File: src/rtl/seqdet_stream_ctrl_if.sv
// Word-side bundle of the sequence-detector stream controller: valid/ready word input, threshold/clear controls, detection outputs.
// No latency of its own; backpressure is carried by in_ready, driven by the slave side.
interface seqdet_stream_ctrl_if #(
    parameter int W     = 8,
    parameter int CNT_W = 8
);
    logic             in_valid;
    logic [W-1:0]     in_data;
    logic             in_ready;
    logic [CNT_W-1:0] thresh;
    logic             clr;
    logic             hit;
    logic [CNT_W-1:0] hit_cnt;
    logic             irq;
    logic             busy;

    modport master (
        output in_valid, in_data, thresh, clr,
        input  in_ready, hit, hit_cnt, irq, busy
    );

    modport slave (
        input  in_valid, in_data, thresh, clr,
        output in_ready, hit, hit_cnt, irq, busy
    );
endinterface

File: src/rtl/seqdet_stream_ctrl.sv
// Serializes valid/ready words MSB-first into a 1010 detector with a saturating hit counter and sticky irq; define SEQDET_CTRL_OVERLAP_EN for overlapping matches.
// Latency: hit/hit_cnt/irq one cycle after the matching bit; backpressure: in_ready only in IDLE or on the last bit of a word.
module seqdet_stream_ctrl #(
    parameter int W     = 8,
    parameter int CNT_W = 8
) (
    input  logic                 clk,
    input  logic                 rst,
    seqdet_stream_ctrl_if.slave  bus
);
    localparam int               BW      = (W > 1) ? $clog2(W) : 1;
    localparam logic [BW-1:0]    LAST    = BW'(W - 1);
    localparam logic [CNT_W-1:0] CNT_MAX = '1;

    typedef enum logic {S_IDLE, S_SHIFT} ctrl_e;
    typedef enum logic [2:0] {D_A, D_B, D_C, D_D, D_E} det_e;

    ctrl_e            state_q, state_d;
    det_e             det_q, det_d;
    logic [W-1:0]     sreg_q, sreg_d;
    logic [BW-1:0]    bit_cnt_q, bit_cnt_d;
    logic             hit_q, hit_d;
    logic [CNT_W-1:0] hit_cnt_q, hit_cnt_d;
    logic             irq_q, irq_d;

    logic             in_ready;
    logic             busy;
    logic             bit_vld;
    logic             bit_in;
    logic             det_hit;
    logic [CNT_W-1:0] cnt_inc;

    assign bit_in = sreg_q[W-1];

    always_comb begin
        state_d   = state_q;
        sreg_d    = sreg_q;
        bit_cnt_d = bit_cnt_q;
        in_ready  = 1'b0;
        busy      = 1'b0;
        bit_vld   = 1'b0;
        case (state_q)
            S_IDLE: begin
                in_ready = 1'b1;
                if (bus.in_valid) begin
                    sreg_d    = bus.in_data;
                    bit_cnt_d = LAST;
                    state_d   = S_SHIFT;
                end
            end
            S_SHIFT: begin
                busy      = 1'b1;
                bit_vld   = 1'b1;
                sreg_d    = {sreg_q[W-2:0], 1'b0};
                bit_cnt_d = bit_cnt_q - 1'b1;
                // Last bit: a reload here keeps the stream gap-free.
                if (bit_cnt_q == '0) begin
                    in_ready  = 1'b1;
                    bit_cnt_d = '0;
                    if (bus.in_valid) begin
                        sreg_d    = bus.in_data;
                        bit_cnt_d = LAST;
                    end else begin
                        state_d = S_IDLE;
                    end
                end
            end
            default: state_d = S_IDLE;
        endcase
    end

    always_comb begin
        det_d   = det_q;
        det_hit = 1'b0;
        if (bit_vld) begin
            case (det_q)
                D_A: det_d = bit_in ? D_B : D_A;
                D_B: det_d = bit_in ? D_B : D_C;
                D_C: det_d = bit_in ? D_D : D_A;
                D_D: begin
                    if (bit_in) begin
                        det_d = D_B;
                    end else begin
                        det_hit = 1'b1;
`ifdef SEQDET_CTRL_OVERLAP_EN
                        det_d   = D_E;
`else
                        det_d   = D_A;
`endif
                    end
                end
                D_E:     det_d = bit_in ? D_D : D_A;
                default: det_d = D_A;
            endcase
        end
    end

    assign cnt_inc = (hit_cnt_q == CNT_MAX) ? hit_cnt_q : hit_cnt_q + 1'b1;

    always_comb begin
        hit_d     = det_hit;
        hit_cnt_d = hit_cnt_q;
        irq_d     = irq_q;
        // Clear wins over a coincident detection, but the hit pulse still fires.
        if (bus.clr) begin
            hit_cnt_d = '0;
            irq_d     = 1'b0;
        end else if (det_hit) begin
            hit_cnt_d = cnt_inc;
            if ((bus.thresh != '0) && (cnt_inc == bus.thresh)) begin
                irq_d = 1'b1;
            end
        end
    end

    always_ff @(posedge clk or posedge rst) begin
        if (rst) begin
            state_q   <= S_IDLE;
            det_q     <= D_A;
            sreg_q    <= '0;
            bit_cnt_q <= '0;
            hit_q     <= 1'b0;
            hit_cnt_q <= '0;
            irq_q     <= 1'b0;
        end else begin
            state_q   <= state_d;
            det_q     <= det_d;
            sreg_q    <= sreg_d;
            bit_cnt_q <= bit_cnt_d;
            hit_q     <= hit_d;
            hit_cnt_q <= hit_cnt_d;
            irq_q     <= irq_d;
        end
    end

    assign bus.in_ready = in_ready;
    assign bus.busy     = busy;
    assign bus.hit      = hit_q;
    assign bus.hit_cnt  = hit_cnt_q;
    assign bus.irq      = irq_q;
endmodule
File: src/flat_wrapper.sv
// flat-port wrapper written by rule: the top's interface ports become plain ports
module seqdet_stream_ctrl_flat 
#(
    parameter int W     = 8,
    parameter int CNT_W = 8
)
  (clk, rst, bus_in_valid, bus_in_data, bus_thresh, bus_clr, bus_in_ready, bus_hit, bus_hit_cnt, bus_irq, bus_busy);
  seqdet_stream_ctrl_if #(.W(W), .CNT_W(CNT_W)) bus_i ();
  input  logic clk;
  input  logic rst;
  input wire logic [$bits(bus_i.in_valid)-1:0] bus_in_valid;
  input wire logic [$bits(bus_i.in_data)-1:0] bus_in_data;
  input wire logic [$bits(bus_i.thresh)-1:0] bus_thresh;
  input wire logic [$bits(bus_i.clr)-1:0] bus_clr;
  output wire logic [$bits(bus_i.in_ready)-1:0] bus_in_ready;
  output wire logic [$bits(bus_i.hit)-1:0] bus_hit;
  output wire logic [$bits(bus_i.hit_cnt)-1:0] bus_hit_cnt;
  output wire logic [$bits(bus_i.irq)-1:0] bus_irq;
  output wire logic [$bits(bus_i.busy)-1:0] bus_busy;
  assign bus_i.in_valid = bus_in_valid;
  assign bus_i.in_data = bus_in_data;
  assign bus_i.thresh = bus_thresh;
  assign bus_i.clr = bus_clr;
  assign bus_in_ready = bus_i.in_ready;
  assign bus_hit = bus_i.hit;
  assign bus_hit_cnt = bus_i.hit_cnt;
  assign bus_irq = bus_i.irq;
  assign bus_busy = bus_i.busy;
  seqdet_stream_ctrl #(.W(W), .CNT_W(CNT_W)) u_core (.clk(clk), .rst(rst), .bus(bus_i));
endmodule
File: config.mk
export PLATFORM = sky130hd
export DESIGN_NAME = seqdet_stream_ctrl_flat
export DESIGN_NICKNAME = d
export VERILOG_FILES = /design/src/rtl/seqdet_stream_ctrl_if.sv /design/src/rtl/seqdet_stream_ctrl.sv /design/src/flat_wrapper.sv
export SDC_FILE = /design/constraint.sdc
export NUM_CORES = 1
export LEC_CHECK = 0
export ABC_AREA = 1
export BUFFER_PORTS_ARGS = -buffer_cell sky130_fd_sc_hd__clkbuf_2
export CORE_MARGIN = 2
export CORE_UTILIZATION = 58
export DETAILED_ROUTE_END_ITERATION = 16
export PLACE_DENSITY = 0.89
export SLEW_MARGIN = 15
export SYNTH_ARGS = -nofsm -noshare
export SYNTH_HDL_FRONTEND = slang
export SYNTH_SLANG_ARGS = --single-unit
File: constraint.sdc
create_clock -name clk -period 2.8 [get_ports clk]
set_input_delay 0.28 -clock clk [delete_from_list [all_inputs] [get_ports clk]]
set_output_delay 0.28 -clock clk [all_outputs]
set_load 0.05 [all_outputs]
==> results of run 1 <==
## worst reg2reg max path: stages (launching register included)
cell,delay [ns]
dfrtp_1,0.48
ha_1,0.28
nand2_2,0.08
nor2_2,0.04
nand2_2,0.22
inv_1,0.09
nand2_1,0.08
nand2_1,0.07
nand2_1,0.06
nand2_1,0.04
nor2_1,0.09
nand4_1,0.11
a21oi_1,0.13
## worst min-delay path by stage
stage,startpoint,to,slack (ns),cells past startpoint
detailed placement,bus_clr,u_core.bus.irq,0.46,2
CTS,bus_clr,u_core.bus.irq,0.10,2
global route,bus_clr,u_core.bus.irq,0.1,2
floorplan,rst,u_core.bit_cnt_q[0],0.29,1
global placement,bus_clr,u_core.bus.irq,0.45,2
finish,rst,u_core.bit_cnt_q[0],0.1,2
## metal layers
| layer | GRT usage (%) | vias to the layer above | part of all wire (%) |
|---|---|---|---|
| li1 | - | 746 | - |
| met1 | 31.5 | 628 | 48 |
| met2 | 37.9 | 35 | 46 |
| met3 | 5.91 | 6 | 4.9 |
| met4 | 7.72 | 0 | 1.7 |
| met5 | 0 | - | 0 |
## cells in the mapped netlist (all sizes together)
library cell / number
xnor2: 1
buf: 3
inv: 38
nand4: 5
nand3: 23
o22ai: 3
o211ai: 9
nor2: 18
a22oi: 1
xor2: 1
nand2: 52
a21oi: 4
or2: 1
ha: 7
clkbuf: 1
o21ai: 19
dfrtp: 24
## through the flow
| stage | total power [mW] | cells |
|---|---|---|
| 6_report | 1.15 | 272 |
| 5_1_grt | 1.26 | 272 |
| 4_1_cts | 1.16 | 272 |
| 3_5_place_dp | 0.974 | 268 |
| 3_3_place_gp | 0.951 | 268 |
| 2_1_floorplan | 0.861 | 210 |
## kinds of logic (layout without fill, tap and decap cells)
logic type,Yosys count,in the layout,synth area share (%)
adders and majority gates,7,7,5.77
AOI/OAI and AO/OA,36,36,14.5
xor gates and xnor gates,2,2,1.15
and+or+nand+nor,99,99,28.0
buffers and inverters,42,74,11.0
DFF,24,24,39.5
## cell type report
type,instances,area share (%)
clock buffers,4,2.10
multi-input cells,144,43.4
inverters,38,8.24
well taps,30,2.17
repair buffers,32,9.40
flip-flops and latches,24,34.7
## power by group
| part | total, mW | internal (mW) | switching, mW |
|---|---|---|---|
| Clock | 0.183 | 0.0797 | 0.103 |
| Combinational | 0.483 | 0.174 | 0.309 |
| Sequential | 0.488 | 0.438 | 0.0501 |
| Total | 1.15 | 0.691 | 0.463 |
## sequential cells by signal, indices dropped and copies added, names as in the netlist
register            flops
u_core.bus.hit_cnt      8
u_core.sreg_q           8
u_core.bit_cnt_q        3
u_core.det_q            2
u_core.bus.hit          1
u_core.bus.irq          1
u_core.state_q          1
==> impl_metrics.yaml, run 1 <==
setup_path:
  timing.rr.start: "u_core.bus.hit_cnt[0]"
  crit_path_end_kind: "flop"
  startpoint: "u_core.bus.hit_cnt[0]"
  worstReg2RegEnd: "u_core.bus.irq"
  worst-r2r-setup-slack_ns: 0.96
  reg2reg_depth: 12
  required_ns: 3.06
  path_delay_family: "simple AND/OR/NAND/NOR gates"
  arrival_ns: 2.09
  critical_path_buf_inv_count: 1
  crit_top_cell: "nand2_1"
  crit_end: "u_core.bus.irq"
  critical-path-slowest-cell: "dfrtp_1"
  cp_slowest_stage_delay_ns: 0.48
  path_depth: 12
  start_kind: "flop"
  cp_max_fo: 14
  cp_cell_sequence: "ha_1, nand2_2, nor2_2, nand2_2, inv_1, nand2_1, nand2_1, nand2_1, nand2_1, nor2_1, nand4_1, a21oi_1"
  worstSetupPathType: "reg2reg"
placed_design:
  dp_hpwl_mm: 2.46
  dpl_cell_area_um2: 1690
  dp_slack_ns: 0.967
  port_buffers: 31
  gp_congestion: 0.909
cells_and_area:
  final_cell_area_um2: 1730
  multi_input_area_um2: 751
  layout_commonest_cell: "nand2_1"
  final_util_pct: 69.8
  finalNetCount: 270
  synthToLayoutAreaGrowth_pct: 13.9
  fill_cells: 221
  drive_above_1_share_pct: 17.8
  antenna_cells: 0
  seq_area_um2: 601
  layout_common_cells: "49 x nand2_1, 37 x inv_1, 31 x clkbuf_2"
die:
  rows: 18
  die_h_um: 55.2
  die_w_um: 55.2
  start_util_pct: 61.3
  io_pins: 32
  die_area_um2: 3040
  core_area_um2: 2480
yosys:
  yosysWarnings: 0
  synth_top_cell_area_share_pct: 39.5
  synth_seq_cells: 24
  syn_nets: 237
  ys_types: 22
  synthCells: 210
  yosysTopAreaCell: "dfrtp_1"
  synth_area_leaders: "dfrtp_1 40%, nand2_1 12%, inv_1 9.1%, nand3_1 7.6%, o21ai_0 5.9%"
  netlist_area_um2: 1520
  yosysSeqAreaShare_pct: 39.5
  syn_area_per_cell_um2: 7.23
grt:
  track_usage_pct: 23.7
  first_global_vias: 1258
  grt_pass1_wl_mm: 5.14
  overflow: 0
  grt_max_degree: 25
  antenna_found_initial: 0
timing:
  slew_viol_final: 0
  setup_viol_count_final: 0
  fin_skew_ns: 0.00938
  worstMarginPinSlew_ns: 0.875
  period_minus_slack_ns: 1.84
  tns_ns: 0
  finalHoldWorstSlack_ns: 0.0954
  fin_crit_sh_pct: 65.5
  hold_viol: 0
  slew-limit-headroom_pct: 41.6
  rsz0062_at_grt: "no"
  setup_slack_ns: 0.965
  fmax_ghz: 0.545
clock_network:
  clkLatencyLatePin_ns: 0.32
  cts_root_buffer: "clkbuf_4"
  post_cts_buffers: 0
  cts_max_path_buffers: 2
  numCtsBuffers: 3
  clk_pin_slew_ns: 0.13
  ctsHoldBuffers: 0
  post_cts_resized: 0
  htree_levels: 1
  clock-sinks: 24
  cts_tree: "built"
drt:
  wl_per_cell_um: 11.5
  vias: 1415
  drc: 0
  dr.pass1.iters: 4
  antenna_left: 0
  vias_per_cell: 5.20
  drt_iter0_drc: 37
  wirelength_mm: 3.14
power_and_ir_drop:
  p_leak_nw: 0.941
  ir_worst_vdd_uv: 725
  power_density_nw_per_um2: 667
outcome:
  status: "finished, final reports clean"
job:
  drv_cap: 0
min_path:
  min_path_type: "in2async"
(Power assumes the default switching activity.)
==> run 2, diff against run 1 <==
- CORE_UTILIZATION: 58 -> 54
- PLACE_DENSITY: 0.89 -> 0.84
- clock period: 2.8 -> 1.7 ns (I/O delays scaled with it)
==> impl_metrics.yaml, run 2 (same netlist as run 1, synthesis figures left out) <==
setup_path:
  worst-r2r-setup-slack_ns: 0.01
  startpoint: "u_core.bus.hit_cnt[1]"
  crit_path_end_kind: "flop"
  start_kind: "flop"
  crit_end: "u_core.bus.irq"
  arrival_ns: 1.96
  worstSetupPathType: "reg2reg"
  cp_max_fo: 6
  reg2reg_depth: 10
  worstReg2RegEnd: "u_core.bus.irq"
  required_ns: 1.97
  timing.rr.start: "u_core.bus.hit_cnt[1]"
cells_and_area:
  synthToLayoutAreaGrowth_pct: 25.5
  layout_common_cells: "48 x nand2_1, 36 x inv_1, 30 x clkbuf_2"
  drive_above_1_share_pct: 25.3
  final_cell_area_um2: 1910
  layout_commonest_cell: "nand2_1"
  antenna_cells: 0
  finalNetCount: 281
drt:
  vias: 1538
  drt_iter0_drc: 129
  wl_per_cell_um: 12.4
  wirelength_mm: 3.53
  antenna_left: 0
  dr.pass1.iters: 4
  vias_per_cell: 5.42
  drc: 0
grt:
  antenna_found_initial: 0
  grt_max_degree: 25
  overflow: 0
  grt_pass1_wl_mm: 5.86
  first_global_vias: 1388
  track_usage_pct: 22.2
timing:
  fmax_ghz: 0.592
  fin_crit_sh_pct: 99.4
  setup_viol_count_final: 0
  period_minus_slack_ns: 1.69
  hold_viol: 0
  slew_viol_final: 0
  worstMarginPinSlew_ns: 0.374
  slew-limit-headroom_pct: 75.1
  rsz0062_at_grt: "yes"
  fin_skew_ns: 0.00668
  setup_slack_ns: 0.0102
clock_network:
  cts_root_buffer: "clkbuf_4"
  numCtsBuffers: 3
  cts_max_path_buffers: 2
  htree_levels: 1
  clock-sinks: 24
  clkLatencyLatePin_ns: 0.32
  clk_pin_slew_ns: 0.13
  cts_tree: "built"
die:
  io_pins: 32
  rows: 19
  die_area_um2: 3250
  core_area_um2: 2710
  start_util_pct: 56.0
  die_h_um: 57.0
  die_w_um: 57.0
power_and_ir_drop:
  ir_worst_vdd_uv: 879
  power_density_nw_per_um2: 1090
  p_total_mw: 2.08
  p_leak_nw: 1.04
job:
  drv_cap: 0
placed_design:
  gp_congestion: 0.923
  dp_slack_ns: -0.0412
  dpl_cell_area_um2: 1740
  dp_hpwl_mm: 2.52
  port_buffers: 31
min_path:
  min_path_type: "in2reg"
  hold_depth: 3
outcome:
  status: "finished, final reports clean"
-- run 2: how the worst min path moves through the flow --
stage                         from             endpoint  slack [ns]
finish              bus_in_data[0]     u_core.sreg_q[0]        0.08
CTS                 bus_in_data[0]     u_core.sreg_q[0]        0.09
floorplan                      rst  u_core.bit_cnt_q[0]        0.18
global route        bus_in_data[5]     u_core.sreg_q[5]        0.11
detailed placement             rst  u_core.bit_cnt_q[0]        0.21
global placement               rst  u_core.bit_cnt_q[0]        0.21
-- run 2: metal layers --
metal | GRT usage [%] | up-vias | routed length, um
met5 | 0 | - | 0
met4 | 1.99 | 0 | 33
met3 | 3.40 | 8 | 263
met2 | 36.9 | 67 | 1680
met1 | 32.2 | 698 | 1550
li1 | - | 765 | -
-- run 2: power breakdown --
group	internal (mW)	total, mW	leakage (nW)	switching [mW]
Clock	0.239	0.414	0.0279	0.176
Combinational	0.332	0.858	0.709	0.527
Sequential	0.723	0.804	0.303	0.0808
Total	1.29	2.08	1.04	0.783
-- run 2: repair_timing --
action / CTS / global route
endpoints found under the setup margin: 1 / 2
hold buffers: 2 / 0
setup buffers: 0 / 2
gates resized for setup: 1 / 18
pin swaps: 0 / 8
gates cloned: 0 / 1
endpoints found under the hold margin: 25 / 0
-- run 2: final cells by class --
cell class                 instances  area (um^2)
fill                             226          803
clock inverter                     1         30.0
tap                               31         38.8
timing repair buffer              42          262
multi-input combinational        145          805
inverter                          38          143
sequential                        24          607
clock buffer                       3         22.5
-- run 2: worst max-delay path, stage by stage (launching register included) --
cell     delay, ns
dfrtp_2       0.41
ha_4          0.17
nand2_4       0.06
nor2_4        0.20
nand2_4       0.12
buf_12        0.15
o21ai_4       0.12
nor2_1        0.05
nor2_1        0.10
nand4_1       0.11
a21oi_1       0.15
-- run 2: per-stage QoR --
step / utilization, % / std cells / hold slack (ns) / TNS [ns]
4_1_cts: 67.2 / 281 / 0.0940 / 0
5_1_grt: 70.4 / 284 / 0.112 / -0.0962
2_1_floorplan: - / 210 / 0.184 / -0.0566
3_3_place_gp: 64.4 / 275 / 0.208 / 0
6_report: 70.4 / 284 / 0.0800 / 0
3_5_place_dp: 64.4 / 275 / 0.213 / -0.0412
